$ cat src/rtl/consmax_cfg_sched_if.sv
// Bus between upstream traffic/config master and the ConSmax config scheduler.
// Carries softmax element valids, config write requests and array-side outputs.
interface consmax_cfg_sched_if #(
  parameter int NUM_HEAD  = 4,
  parameter int LUT_ADDR  = 4,
  parameter int LUT_DATA  = 16,
  parameter int CDATA_BIT = 8
);
  logic                 cfg_valid;
  logic                 cfg_ready;
  logic                 cfg_sel;
  logic [LUT_ADDR:0]    cfg_addr;
  logic [LUT_DATA-1:0]  cfg_data;
  logic [NUM_HEAD-1:0]  in_valid;
  logic                 in_ready;
  logic [NUM_HEAD-1:0]  out_valid;
  logic                 lut_wen;
  logic [LUT_ADDR:0]    lut_waddr;
  logic [LUT_DATA-1:0]  lut_wdata;
  logic [CDATA_BIT-1:0] cfg_consmax_shift;
  logic [15:0]          perf_stall_cnt;

  modport master (
    output cfg_valid, cfg_sel, cfg_addr, cfg_data, in_valid,
    input  cfg_ready, in_ready, out_valid, lut_wen, lut_waddr,
    input  lut_wdata, cfg_consmax_shift, perf_stall_cnt
  );

  modport slave (
    input  cfg_valid, cfg_sel, cfg_addr, cfg_data, in_valid,
    output cfg_ready, in_ready, out_valid, lut_wen, lut_waddr,
    output lut_wdata, cfg_consmax_shift, perf_stall_cnt
  );
endinterface

$ cat src/rtl/consmax_cfg_sched.sv
// ConSmax runtime config scheduler: drains traffic, applies LUT/shift writes, resumes.
// Optional stall counter enabled by defining CONSMAX_CTRL_PERF_EN.
module consmax_cfg_sched #(
  parameter int NUM_HEAD  = 4,
  parameter int LUT_ADDR  = 4,
  parameter int LUT_DATA  = 16,
  parameter int CDATA_BIT = 8,
  parameter int DRAIN_CYC = 2,
  parameter int MAX_BURST = 8,
  parameter int SHIFT_RST = 0
) (
  input logic clk,
  input logic rstn,
  consmax_cfg_sched_if.slave bus
);

  localparam int IW = $clog2(DRAIN_CYC + 1);
  localparam int BW = $clog2(MAX_BURST + 1);

  typedef enum logic [1:0] {
    PASS  = 2'd0,
    DRAIN = 2'd1,
    WRITE = 2'd2
  } state_t;

  state_t               r_state;
  logic [IW-1:0]        r_idle_cnt;
  logic [BW-1:0]        r_burst_cnt;
  logic                 r_hold;
  logic                 r_lut_wen;
  logic [LUT_ADDR:0]    r_lut_waddr;
  logic [LUT_DATA-1:0]  r_lut_wdata;
  logic [CDATA_BIT-1:0] r_shift;

  logic w_in_ready;
  logic w_ov_any;
  logic w_drained;
  logic w_last;

  assign w_in_ready = (r_state == PASS);
  assign w_ov_any   = |bus.out_valid;
  assign w_drained  = (r_idle_cnt >= IW'(DRAIN_CYC - 1));
  assign w_last     = (r_burst_cnt == BW'(MAX_BURST - 1));

  assign bus.in_ready  = w_in_ready;
  assign bus.cfg_ready = (r_state == WRITE);
  assign bus.out_valid = bus.in_valid & {NUM_HEAD{w_in_ready}};

  assign bus.lut_wen           = r_lut_wen;
  assign bus.lut_waddr         = r_lut_waddr;
  assign bus.lut_wdata         = r_lut_wdata;
  assign bus.cfg_consmax_shift = r_shift;

  always_ff @(posedge clk or negedge rstn) begin
    if (!rstn) begin
      r_state     <= PASS;
      r_idle_cnt  <= IW'(DRAIN_CYC);
      r_burst_cnt <= '0;
      r_hold      <= 1'b0;
      r_lut_wen   <= 1'b0;
      r_lut_waddr <= '0;
      r_lut_wdata <= '0;
      r_shift     <= CDATA_BIT'(SHIFT_RST);
    end else begin
      r_lut_wen <= 1'b0;
      if (w_ov_any)
        r_idle_cnt <= '0;
      else if (r_idle_cnt < IW'(DRAIN_CYC))
        r_idle_cnt <= r_idle_cnt + 1'b1;
      unique case (r_state)
        PASS: begin
          r_hold <= 1'b0;
          if (bus.cfg_valid && !r_hold)
            r_state <= DRAIN;
        end
        DRAIN: begin
          if (w_drained)
            r_state <= WRITE;
        end
        WRITE: begin
          if (!bus.cfg_valid) begin
            r_state     <= PASS;
            r_burst_cnt <= '0;
            r_hold      <= 1'b1;
          end else begin
            if (bus.cfg_sel) begin
              r_shift <= bus.cfg_data[CDATA_BIT-1:0];
            end else begin
              r_lut_wen   <= 1'b1;
              r_lut_waddr <= bus.cfg_addr;
              r_lut_wdata <= bus.cfg_data;
            end
            // burst cap keeps traffic from starving under continuous config
            if (w_last) begin
              r_state     <= PASS;
              r_burst_cnt <= '0;
              r_hold      <= 1'b1;
            end else begin
              r_burst_cnt <= r_burst_cnt + 1'b1;
            end
          end
        end
        default: r_state <= PASS;
      endcase
    end
  end

`ifdef CONSMAX_CTRL_PERF_EN
  logic [15:0] r_perf_cnt;

  always_ff @(posedge clk or negedge rstn) begin
    if (!rstn)
      r_perf_cnt <= '0;
    else if ((|bus.in_valid) && !w_in_ready && (r_perf_cnt != 16'hFFFF))
      r_perf_cnt <= r_perf_cnt + 16'd1;
  end

  assign bus.perf_stall_cnt = r_perf_cnt;
`else
  assign bus.perf_stall_cnt = '0;
`endif

endmodule

$ cat src/flat_wrapper.sv
// flat-port wrapper written by rule: the top's interface ports become plain ports
module consmax_cfg_sched_flat 
#(
  parameter int NUM_HEAD  = 4,
  parameter int LUT_ADDR  = 4,
  parameter int LUT_DATA  = 16,
  parameter int CDATA_BIT = 8,
  parameter int DRAIN_CYC = 2,
  parameter int MAX_BURST = 8,
  parameter int SHIFT_RST = 0
)
  (clk, rstn, bus_cfg_valid, bus_cfg_sel, bus_cfg_addr, bus_cfg_data, bus_in_valid, bus_cfg_ready, bus_in_ready, bus_out_valid, bus_lut_wen, bus_lut_waddr, bus_lut_wdata, bus_cfg_consmax_shift, bus_perf_stall_cnt);
  consmax_cfg_sched_if #(.NUM_HEAD(NUM_HEAD), .LUT_ADDR(LUT_ADDR), .LUT_DATA(LUT_DATA), .CDATA_BIT(CDATA_BIT)) bus_i ();
  input logic clk;
  input logic rstn;
  input wire logic [$bits(bus_i.cfg_valid)-1:0] bus_cfg_valid;
  input wire logic [$bits(bus_i.cfg_sel)-1:0] bus_cfg_sel;
  input wire logic [$bits(bus_i.cfg_addr)-1:0] bus_cfg_addr;
  input wire logic [$bits(bus_i.cfg_data)-1:0] bus_cfg_data;
  input wire logic [$bits(bus_i.in_valid)-1:0] bus_in_valid;
  output wire logic [$bits(bus_i.cfg_ready)-1:0] bus_cfg_ready;
  output wire logic [$bits(bus_i.in_ready)-1:0] bus_in_ready;
  output wire logic [$bits(bus_i.out_valid)-1:0] bus_out_valid;
  output wire logic [$bits(bus_i.lut_wen)-1:0] bus_lut_wen;
  output wire logic [$bits(bus_i.lut_waddr)-1:0] bus_lut_waddr;
  output wire logic [$bits(bus_i.lut_wdata)-1:0] bus_lut_wdata;
  output wire logic [$bits(bus_i.cfg_consmax_shift)-1:0] bus_cfg_consmax_shift;
  output wire logic [$bits(bus_i.perf_stall_cnt)-1:0] bus_perf_stall_cnt;
  assign bus_i.cfg_valid = bus_cfg_valid;
  assign bus_i.cfg_sel = bus_cfg_sel;
  assign bus_i.cfg_addr = bus_cfg_addr;
  assign bus_i.cfg_data = bus_cfg_data;
  assign bus_i.in_valid = bus_in_valid;
  assign bus_cfg_ready = bus_i.cfg_ready;
  assign bus_in_ready = bus_i.in_ready;
  assign bus_out_valid = bus_i.out_valid;
  assign bus_lut_wen = bus_i.lut_wen;
  assign bus_lut_waddr = bus_i.lut_waddr;
  assign bus_lut_wdata = bus_i.lut_wdata;
  assign bus_cfg_consmax_shift = bus_i.cfg_consmax_shift;
  assign bus_perf_stall_cnt = bus_i.perf_stall_cnt;
  consmax_cfg_sched #(.NUM_HEAD(NUM_HEAD), .LUT_ADDR(LUT_ADDR), .LUT_DATA(LUT_DATA), .CDATA_BIT(CDATA_BIT), .DRAIN_CYC(DRAIN_CYC), .MAX_BURST(MAX_BURST), .SHIFT_RST(SHIFT_RST)) u_core (.clk(clk), .rstn(rstn), .bus(bus_i));
endmodule
$ cat config.mk
export PLATFORM = sky130hd
export DESIGN_NAME = consmax_cfg_sched_flat
export DESIGN_NICKNAME = d
export VERILOG_FILES = /design/src/rtl/consmax_cfg_sched_if.sv /design/src/rtl/consmax_cfg_sched.sv /design/src/flat_wrapper.sv
export SDC_FILE = /design/constraint.sdc
export NUM_CORES = 1
export LEC_CHECK = 0
export ABC_AREA = 1
export CAP_MARGIN = 20
export CORE_ASPECT_RATIO = 0.9
export CORE_UTILIZATION = 37
export DETAILED_ROUTE_END_ITERATION = 8
export GPL_TIMING_DRIVEN = 0
export MAX_ROUTING_LAYER = met4
export PLACE_DENSITY_LB_ADDON = 0.2
export SYNTH_ARGS = -nofsm -noshare
export SYNTH_HDL_FRONTEND = slang
export SYNTH_SLANG_ARGS = --single-unit
$ cat constraint.sdc
create_clock -name clk -period 1.21 [get_ports clk]
set_clock_uncertainty 0.2 [all_clocks]
set_input_delay 0.242 -clock clk [delete_from_list [all_inputs] [get_ports clk]]
set_output_delay 0.242 -clock clk [all_outputs]
set_load 0.01 [all_outputs]
==> results.py, run 1 <==
metrics = {
    "status": {
        "outcome": "finished with violations",
        "violations": "hold timing, setup timing",
    },
    "synth": {
        "synthXorXnorAreaFrac_pct": 0,
        "yosysTopAreaCellShare_pct": 52.9,
        "syn_area_um2": 1800,
        "synth_seq_cells": 39,
        "ys_seq_area_share_pct": 54.3,
        "synth_top_family_by_area": "simple AND/OR/NAND/NOR gates",
        "synth_fa_ha_area_share_pct": 1.39,
        "yosys-top-cells-area": "dfrtp_1 (53%), nand2_1 (14%), buf_4 (7.1%)",
        "synthMuxAreaShare_pct": 0,
        "synth_compound_area_share_pct": 8.90,
        "netlist_instances": 202,
        "ys_types": 24,
        "ys_warn_count": 0,
        "synthSimpleGateAreaFrac_pct": 20.8,
        "synth_area_leader_cell": "dfrtp_1",
        "syn_avg_cell_area_um2": 8.91,
    },
    "timing": {
        "final-hold-violation-count": 38,
        "whs_ns": -0.138,
        "worst_pin_slew_ns": 0.873,
        "max_freq_ghz": 0.620,
        "setup_violations": 75,
        "setup_slack_ns": -0.404,
        "finalMaxSlewViolations": 0,
        "rsz0062_at_grt": "yes",
        "min_period_over_period_pct": 133,
        "slew_headroom_pct": 41.8,
        "period_needed_ns": 1.61,
    },
    "worst_setup_path": {
        "cp.required_ns": 0.77,
        "slowest_stage": "dfrtp_2",
        "r2r_cells": 10,
        "endpoint_kind": "primary output",
        "cp-startpoint": "u_core.r_state[1]$_DFFE_PN0P_",
        "cp_top_family": "flip-flops",
        "crit_fanout": 5,
        "path_cells": "nor2_4 -> inv_4 -> nor2_1 -> buf_2",
        "slowest_delay_ns": 0.44,
        "cp-start-kind": "flop",
        "cp.buffers_inverters": 2,
        "worstReg2RegStart": "u_core.r_state[1]$_DFFE_PN0P_",
        "crit_type": "reg2out",
        "ff2ff_setup_slack_ns": -0.34,
        "rr_endpoint": "u_core.bus.lut_waddr[3]$_DFFE_PN0P_",
        "arrival_ns": 1.17,
    },
    "die": {
        "ioPinCount": 81,
        "die_h_um": 68.2,
        "initial_utilization_pct": 39.6,
        "num_rows": 23,
        "core_um2": 4550,
        "dieArea_um2": 5150,
        "die_w_um": 75.5,
    },
    "cts": {
        "cts.sinks": 39,
        "tritoncts": "built",
        "cts_buffer_depth": 2,
        "cts_max_level": 2,
        "numCtsBuffers": 5,
        "clkTransAtPathRegs_ns": 0.08,
        "cts_root_buf": "clkbuf_8",
        "clkLatencyLatePin_ns": 0.29,
    },
    "place": {
        "dp.final_hpwl_mm": 2.76,
        "io_buffer_count": 64,
        "gp_congestion": 0.789,
        "dp_cells": 343,
    },
    "pwr": {
        "vdd_ir_drop_max_v": 0.00120,
        "leakagePower_nw": 1.77,
        "finalPower_w": 0.00745,
        "power.density_nw_per_um2": 2220,
    },
    "hold_path": {
        "hold_path_class": "in2async",
    },
    "routing": {
        "vias": 1677,
        "vias_per_cell": 4.26,
        "dr.pass1.iters": 4,
        "drt-total-wl_mm": 4.94,
        "drt_iter0_drc": 48,
        "route.detailed.drc": 0,
        "avgRoutedWirePerCell_um": 12.5,
        "ant_nets": 0,
    },
    "job": {
        "drv_cap": 0,
    },
    "global_routing": {
        "grt_pass1_vias": 1543,
        "grt_pass1_wl_mm": 7.25,
        "grt.total_usage_pct": 20.1,
        "grt_overflow": 0,
        "grt_antenna_before_repair": 0,
        "grt_max_degree": 40,
    },
    "final_layout": {
        "fill_cells": 362,
        "stdcell_count": 394,
        "nets": 363,
        "seq_area_um2": 978,
        "antennaDiodeCount": 0,
        "final_layout_size_suffix_gt1_share_pct": 58.1,
        "multiInputGateArea_um2": 946,
        "area_growth_pct": 86.6,
    },
}
[registers in the layout (all words and copies together), names as in the netlist]
name and flops:
u_core.bus.cfg_consmax_shift 8, u_core.bus.lut_waddr 5, u_core.bus.lut_wdata 16, u_core.bus.lut_wen 1
u_core.r_burst_cnt 4, u_core.r_hold 1, u_core.r_idle_cnt 2, u_core.r_state 2
[cells by family after synthesis]
family	count (synthesis)
compound gates	24
fa+ha+maj	2
buf+inv	45
flops	39
other cells	1
simple gates	91
[routing by layer]
| metal | up-vias | track usage, % | part of all wire (%) |
|---|---|---|---|
| li1 | 846 | - | - |
| met1 | 779 | 24.3 | 40 |
| met2 | 47 | 32.4 | 53 |
| met3 | 5 | 5.30 | 5.5 |
| met4 | 0 | 7.41 | 1.1 |
| met5 | - | - | 0 |
[synth_stat cells, drive strengths merged]
| library cell | count |
|---|---|
| nand2 | 72 |
| dfrtp | 38 |
| inv | 24 |
| buf | 21 |
| o21ai | 18 |
| nor2 | 17 |
| a21oi | 2 |
| ha | 2 |
| nand3 | 2 |
| conb | 1 |
| dfstp | 1 |
| o21bai | 1 |
| o22ai | 1 |
| o2bb2ai | 1 |
| o31ai | 1 |
[cells in the final DEF (no fill, tap or decap), drive strengths merged]
cell type	instances
a21oi	2
buf	102
clkbuf	6
clkdlybuf4s50	27
clkinv	1
conb	16
dfrtp	38
dfstp	1
ha	2
inv	24
nand2	72
nand3	2
nor2	17
o21ai	18
o21bai	1
o22ai	1
o2bb2ai	1
o31ai	1
[worst max path at each step]
stage,to,slack (ns),depth (start not counted)
after floorplan,u_core.bus.lut_waddr[3]$_DFFE_PN0P_,-0.15,8
after global placement,u_core.bus.lut_waddr[3]$_DFFE_PN0P_,-1.27,1
after detailed placement,bus_out_valid[3],-0.64,4
after CTS,bus_out_valid[0],-0.40,4
after global routing,bus_out_valid[0],-0.45,4
final,bus_out_valid[0],-0.40,4
[stage by stage]
stage          area (um^2)  TNS [ns]  util, %  hold WS [ns]  setup WS, ns
3_5_place_dp          2610    -23.04     57.3         0.213        -0.636
3_3_place_gp          2610    -71.79     57.5         0.236         -1.27
6_report              3360    -14.21     73.9        -0.138        -0.404
5_1_grt               3360    -16.85     73.9       -0.0640        -0.447
4_1_cts               3050    -13.79     67.0        -0.105        -0.404
2_1_floorplan         1890     -2.91        -        -0.254        -0.150
[final cells by class]
class                      count  share of cell area, %
buffer                        21                   5.59
clock buffer                   6                   2.46
clock inverter                 1                  0.149
inverter                      24                   3.06
multi-input combinational    133                   28.2
sequential                    39                   29.1
tap                           62                   2.31
timing repair buffer         108                   29.1
[what timing repair did]
item                                    4_1_cts  5_1_grt
gates cloned                                  3        0
endpoints found under the setup margin       73       75
endpoints found under the hold margin        38       38
pin swaps                                    24       13
buffers inserted                             25       19
gates resized for setup                     222       48
[power by group]
group,leakage (nW),total [W],internal [W],switching [W]
clock network,0.0470,0.000889,0.000447,0.000442
registers,0.489,0.00238,0.00193,0.000450
logic,1.24,0.00418,0.00228,0.00190
total,1.77,0.00745,0.00466,0.00279
Note: power is estimated with default switching activity, not from simulation.
==> inputs of run 2 (changes only) <==
--- a/config.mk
+++ b/config.mk
@@ -8,7 +8,7 @@
 export ABC_AREA = 1
 export CAP_MARGIN = 20
 export CORE_ASPECT_RATIO = 0.9
-export CORE_UTILIZATION = 37
+export CORE_UTILIZATION = 41
 export DETAILED_ROUTE_END_ITERATION = 8
 export GPL_TIMING_DRIVEN = 0
 export MAX_ROUTING_LAYER = met4
==> constraint.sdc (replaced) <==
create_clock -name clk -period 1.7 [get_ports clk]
set_clock_uncertainty 0.2 [all_clocks]
set_input_delay 0.34 -clock clk [delete_from_list [all_inputs] [get_ports clk]]
set_output_delay 0.34 -clock clk [all_outputs]
set_load 0.01 [all_outputs]
==> results.py, run 2 (synthesized netlist as in run 1, its figures left out) <==
metrics = {
    "status": {
        "outcome": "finished with violations",
        "violations": "hold timing",
    },
    "worst_setup_path": {
        "endpoint_kind": "flop",
        "rr_endpoint": "u_core.bus.cfg_consmax_shift[3]$_DFFE_PN0P_",
        "crit_fanout": 10,
        "r2r_cells": 9,
        "arrival_ns": 1.63,
        "worstReg2RegStart": "u_core.r_state[0]$_DFFE_PN0P_",
        "cp-start-kind": "flop",
        "ff2ff_setup_slack_ns": 0.04,
        "path_cells": "buf_4 -> inv_2 -> nand2_4 -> buf_4 -> nor2_4 -> nand2_4 -> buf_8 -> nand2_1 -> o21ai_2",
        "crit_type": "reg2reg",
        "cp.required_ns": 1.67,
        "slowest_stage": "dfrtp_1",
        "slowest_delay_ns": 0.41,
    },
    "routing": {
        "dr.pass1.iters": 4,
        "route.detailed.drc": 0,
        "drt-total-wl_mm": 3.78,
        "drt_iter0_drc": 85,
        "vias": 1474,
        "vias_per_cell": 4.28,
        "avgRoutedWirePerCell_um": 11.0,
        "ant_nets": 0,
    },
    "die": {
        "dieArea_um2": 4660,
        "ioPinCount": 81,
        "die_w_um": 71.8,
        "initial_utilization_pct": 43.6,
        "die_h_um": 64.8,
        "num_rows": 22,
        "core_um2": 4130,
    },
    "final_layout": {
        "seq_area_um2": 978,
        "stdcell_count": 344,
        "nets": 327,
        "antennaDiodeCount": 0,
        "fill_cells": 377,
        "multiInputGateArea_um2": 632,
        "largest_reg_flops": 16,
        "area_growth_pct": 49.9,
        "layout_commonest_cell": "nand2_1",
        "layout_common_cells": "nand2_1 (68), dfrtp_1 (37), dlygate4sd2_1 (29), clkdlybuf4s50_1 (27), buf_4 (23)",
        "final_layout_size_suffix_gt1_share_pct": 21.3,
        "final_area_um2": 2700,
    },
    "timing": {
        "period_needed_ns": 1.66,
        "finalMaxSlewViolations": 0,
        "setup_violations": 0,
        "worst_pin_slew_ns": 0.867,
        "tns_ns": 0,
        "min_period_over_period_pct": 97.6,
        "max_freq_ghz": 0.603,
        "final-hold-violation-count": 38,
        "slew_headroom_pct": 42.2,
        "rsz0062_at_grt": "yes",
        "setup_slack_ns": 0.0413,
        "whs_ns": -0.0285,
    },
    "place": {
        "dp_cells": 329,
        "dp.final_hpwl_mm": 2.63,
        "placed_cell_area_um2": 2550,
        "gp_congestion": 0.759,
        "io_buffer_count": 64,
        "dpl_worst_slack_ns": -0.345,
    },
    "cts": {
        "cts_max_level": 2,
        "cts.sinks": 39,
        "tritoncts": "built",
        "clkTransAtPathRegs_ns": 0.07,
        "numCtsBuffers": 5,
        "cts_buffer_depth": 2,
        "clkLatencyLatePin_ns": 0.28,
        "postCtsHoldBufs": 0,
        "cts_root_buf": "clkbuf_8",
    },
    "global_routing": {
        "grt_pass1_vias": 1469,
        "grt_max_degree": 40,
        "grt.total_usage_pct": 18.3,
        "grt_overflow": 0,
        "grt_antenna_before_repair": 0,
        "grt_pass1_wl_mm": 6.41,
    },
    "pwr": {
        "seqPwrFrac_pct": 39.3,
        "leakagePower_nw": 1.52,
        "p_sw_w": 0.00147,
        "clkPwrFrac_pct": 17.4,
        "power.density_nw_per_um2": 1540,
        "finalPower_w": 0.00416,
        "combPwrFrac_pct": 43.3,
        "swShare_pct": 35.3,
        "vdd_ir_drop_max_v": 0.000899,
        "p_int_w": 0.00269,
    },
    "job": {
        "drv_cap": 0,
    },
    "hold_path": {
        "hold_path_class": "in2async",
    },
}
==> run 2: how the worst max path moves through the flow <==
stage                                             start                                           to  depth (start not counted)  slack [ns]
after floorplan           u_core.r_state[1]$_DFFE_PN0P_                             bus_out_valid[0]                          3        0.14
after global placement                             rstn          u_core.bus.lut_waddr[0]$_DFFE_PN0P_                          1       -0.89
after detailed placement  u_core.r_state[1]$_DFFE_PN0P_                             bus_out_valid[2]                          4       -0.34
after CTS                 u_core.r_state[0]$_DFFE_PN0P_                                bus_cfg_ready                          5        0.03
after global routing      u_core.r_state[0]$_DFFE_PN0P_  u_core.bus.cfg_consmax_shift[2]$_DFFE_PN0P_                          9       -0.01
final                     u_core.r_state[0]$_DFFE_PN0P_  u_core.bus.cfg_consmax_shift[3]$_DFFE_PN0P_                          9        0.04
==> run 2: timing repair <==
action                     4_1_cts  5_1_grt
setup endpoints to repair       35        8
gates resized for setup         59        5
pin swaps                        2        1
buffers inserted                 5        3
==> run 2: worst max-delay path: cells and delay by family, from the launching register on <==
family                 cells  cell delay (ns)
AOI/OAI and AO/OA          1             0.05
buffers and inverters      4             0.52
DFF                        1             0.41
and+or+nand+nor            4             0.37
==> run 2: power by group through the flow <==
stage                     logic, W  clock network (W)  registers [W]
after floorplan           0.000765                  0        0.00179
after global placement     0.00192                  0        0.00164
after detailed placement   0.00195                  0        0.00165
after CTS                  0.00178           0.000743        0.00164
after global routing       0.00202           0.000796        0.00169
final                      0.00180           0.000724        0.00164
==> run 2: layer usage <==
metal	part of all wire, %	GRT usage, %	up-vias
met5	0	-	-
met4	0.42	4.41	0
met3	6.5	5.91	2
met2	47	30.5	44
met1	46	21.5	657
li1	-	-	771
==> run 2: final cells by class <==
cell class	instances	share of cell area (%)
tap	48	2.23
inverter	24	3.43
sequential	39	36.3
timing repair buffer	72	24.3
clock buffer	6	2.69
multi-input combinational	133	23.4
buffer	21	6.59
clock inverter	1	1.11
==> run 2: metrics by stage <==
| stage | util, % | hold WS (ns) |
|---|---|---|
| 2_1_floorplan | - | -0.156 |
| 3_3_place_gp | 61.9 | 0.241 |
| 3_5_place_dp | 61.8 | 0.263 |
| 4_1_cts | 64.0 | 0.0000686 |
| 5_1_grt | 65.3 | 0.0315 |
| 6_report | 65.3 | -0.0285 |
==> inputs of run 3 (changes only) <==
--- a/config.mk
+++ b/config.mk
@@ -16,3 +16,4 @@
 export SYNTH_ARGS = -nofsm -noshare
 export SYNTH_HDL_FRONTEND = slang
 export SYNTH_SLANG_ARGS = --single-unit
+export TNS_END_PERCENT = 5
==> results.py, run 3 (synthesized netlist as in run 1, its figures left out) <==
metrics = {
    "status": {
        "outcome": "finished with violations",
        "violations": "hold timing",
    },
    "cts": {
        "cts.sinks": 39,
        "tritoncts": "built",
        "clkLatencyLatePin_ns": 0.28,
        "numCtsBuffers": 5,
        "clkTransAtPathRegs_ns": 0.07,
        "cts_root_buf": "clkbuf_8",
        "cts_buffer_depth": 2,
        "cts_max_level": 2,
    },
    "die": {
        "die_w_um": 71.8,
        "num_rows": 22,
        "die_h_um": 64.8,
        "initial_utilization_pct": 43.6,
        "dieArea_um2": 4660,
        "core_um2": 4130,
        "ioPinCount": 81,
    },
    "routing": {
        "avgRoutedWirePerCell_um": 10.9,
        "drt-total-wl_mm": 3.72,
        "drt_iter0_drc": 86,
        "dr.pass1.iters": 4,
        "ant_nets": 0,
        "vias": 1472,
        "route.detailed.drc": 0,
        "vias_per_cell": 4.32,
    },
    "worst_setup_path": {
        "arrival_ns": 1.10,
        "crit_type": "reg2out",
        "cp.required_ns": 1.16,
        "crit_fanout": 2,
        "slowest_stage": "dfrtp_1",
        "endpoint_kind": "primary output",
        "cp-start-kind": "flop",
        "slowest_delay_ns": 0.41,
        "path_cells": "buf_4 -> inv_2 -> nand2_4 -> inv_4 -> buf_6",
    },
    "hold_path": {
        "hold_path_class": "in2async",
    },
    "timing": {
        "rsz0062_at_grt": "yes",
        "period_needed_ns": 1.64,
        "setup_violations": 0,
        "whs_ns": -0.0363,
        "min_period_over_period_pct": 96.7,
        "final-hold-violation-count": 38,
        "worst_pin_slew_ns": 0.851,
        "slew_headroom_pct": 43.3,
        "finalMaxSlewViolations": 0,
        "max_freq_ghz": 0.608,
    },
    "final_layout": {
        "nets": 324,
        "final_area_um2": 2660,
        "largest_reg_flops": 16,
        "area_growth_pct": 47.8,
        "final_layout_size_suffix_gt1_share_pct": 20.5,
        "layout_commonest_cell": "nand2_1",
        "layout_common_cells": "nand2_1 (68), dfrtp_1 (37), dlygate4sd2_1 (29), clkdlybuf4s50_1 (27), buf_4 (21)",
        "antennaDiodeCount": 0,
        "utilization_pct": 64.4,
        "stdcell_count": 341,
    },
    "pwr": {
        "seqPwrFrac_pct": 39.6,
        "leakagePower_nw": 1.50,
        "vdd_ir_drop_max_v": 0.000908,
        "p_int_w": 0.00267,
        "clkPwrFrac_pct": 17.6,
        "finalPower_w": 0.00413,
        "power.density_nw_per_um2": 1550,
        "p_sw_w": 0.00146,
        "swShare_pct": 35.4,
        "combPwrFrac_pct": 42.8,
    },
    "place": {
        "gp_congestion": 0.759,
        "dp.final_hpwl_mm": 2.63,
        "placed_cell_area_um2": 2550,
        "io_buffer_count": 64,
        "dp_cells": 329,
    },
    "global_routing": {
        "grt.total_usage_pct": 18.3,
        "grt_pass1_wl_mm": 6.42,
        "grt_antenna_before_repair": 0,
        "grt_pass1_vias": 1467,
        "grt_overflow": 0,
        "grt_max_degree": 40,
    },
    "job": {
        "drv_cap": 0,
    },
}
-- run 3: changes by cell type in the layout (fill, tap and decap cells not counted) --
cell | before | now
clkbuf_2 | 0 | 1
buf_4 | 23 | 21
buf_6 | 2 | 4
buf_8 | 3 | 0
buf_2 | 7 | 6
-- run 3: power by group through the flow --
stage	combinational [W]	clock, W	sequential [W]
finish	0.00177	0.000726	0.00164
global placement	0.00192	0	0.00164
floorplan	0.000765	0	0.00179
CTS	0.00177	0.000743	0.00164
detailed placement	0.00195	0	0.00165
global route	0.00198	0.000796	0.00169
-- run 3: worst max-delay path: cells and delay by family, from the launching register on --
family | cells | cell delay, ns
flops | 1 | 0.41
buf+inv | 4 | 0.35
simple gates | 1 | 0.07
-- run 3: per-stage QoR --
step           hold WS (ns)  setup slack [ns]  setup TNS [ns]
6_report            -0.0363            0.0566               0
5_1_grt              0.0315          -0.00548        -0.00589
4_1_cts           0.0000686           -0.0316         -0.0316
3_5_place_dp          0.263            -0.345           -4.51
3_3_place_gp          0.241            -0.890          -38.79
2_1_floorplan        -0.156             0.135               0
-- run 3: repair_timing --
| item | CTS | global route |
|---|---|---|
| gates cloned | 0 | 0 |
| pin swaps | 2 | 0 |
| gates resized for setup | 56 | 6 |
| setup buffers | 5 | 0 |
| hold buffers | 0 | 0 |
| setup endpoints to repair | 35 | 6 |
-- run 3: final cells by class --
| type | count | area [um^2] |
|---|---|---|
| well taps | 48 | 60.1 |
| repair buffers | 69 | 619 |
| plain buffers | 21 | 175 |
| clock buffers | 6 | 72.6 |
| clock inverters | 1 | 30.0 |
| flip-flops and latches | 39 | 978 |
| fillers | 382 | 1470 |
| multi-input cells | 133 | 632 |
| inverters | 24 | 92.6 |
-- run 3: final timing paths --
check                                               from                                           to  slack (ns)  cells past startpoint
max                        u_core.r_state[0]$_DFFE_PN0P_                                bus_cfg_ready        0.06                      5
min reg2reg                    u_core.r_hold$_DFFE_PN0P_                u_core.r_state[0]$_DFFE_PN0P_        0.27                      1
min                                                 rstn            u_core.r_burst_cnt[0]$_DFFE_PN0P_       -0.04                      1
max reg2reg                u_core.r_state[0]$_DFFE_PN0P_  u_core.bus.cfg_consmax_shift[3]$_DFFE_PN0P_        0.07                      9
max in group asynchronous                           rstn                u_core.r_state[1]$_DFFE_PN0P_        0.75                      1
min in group clk               u_core.r_hold$_DFFE_PN0P_                u_core.r_state[0]$_DFFE_PN0P_        0.27                      1
-- run 3: layer usage --
layer  global-route usage, %  wire [um]
met3                    5.91        257
met5                       -          0
met2                    30.5       1730
met4                    4.41         16
met1                    21.6       1720
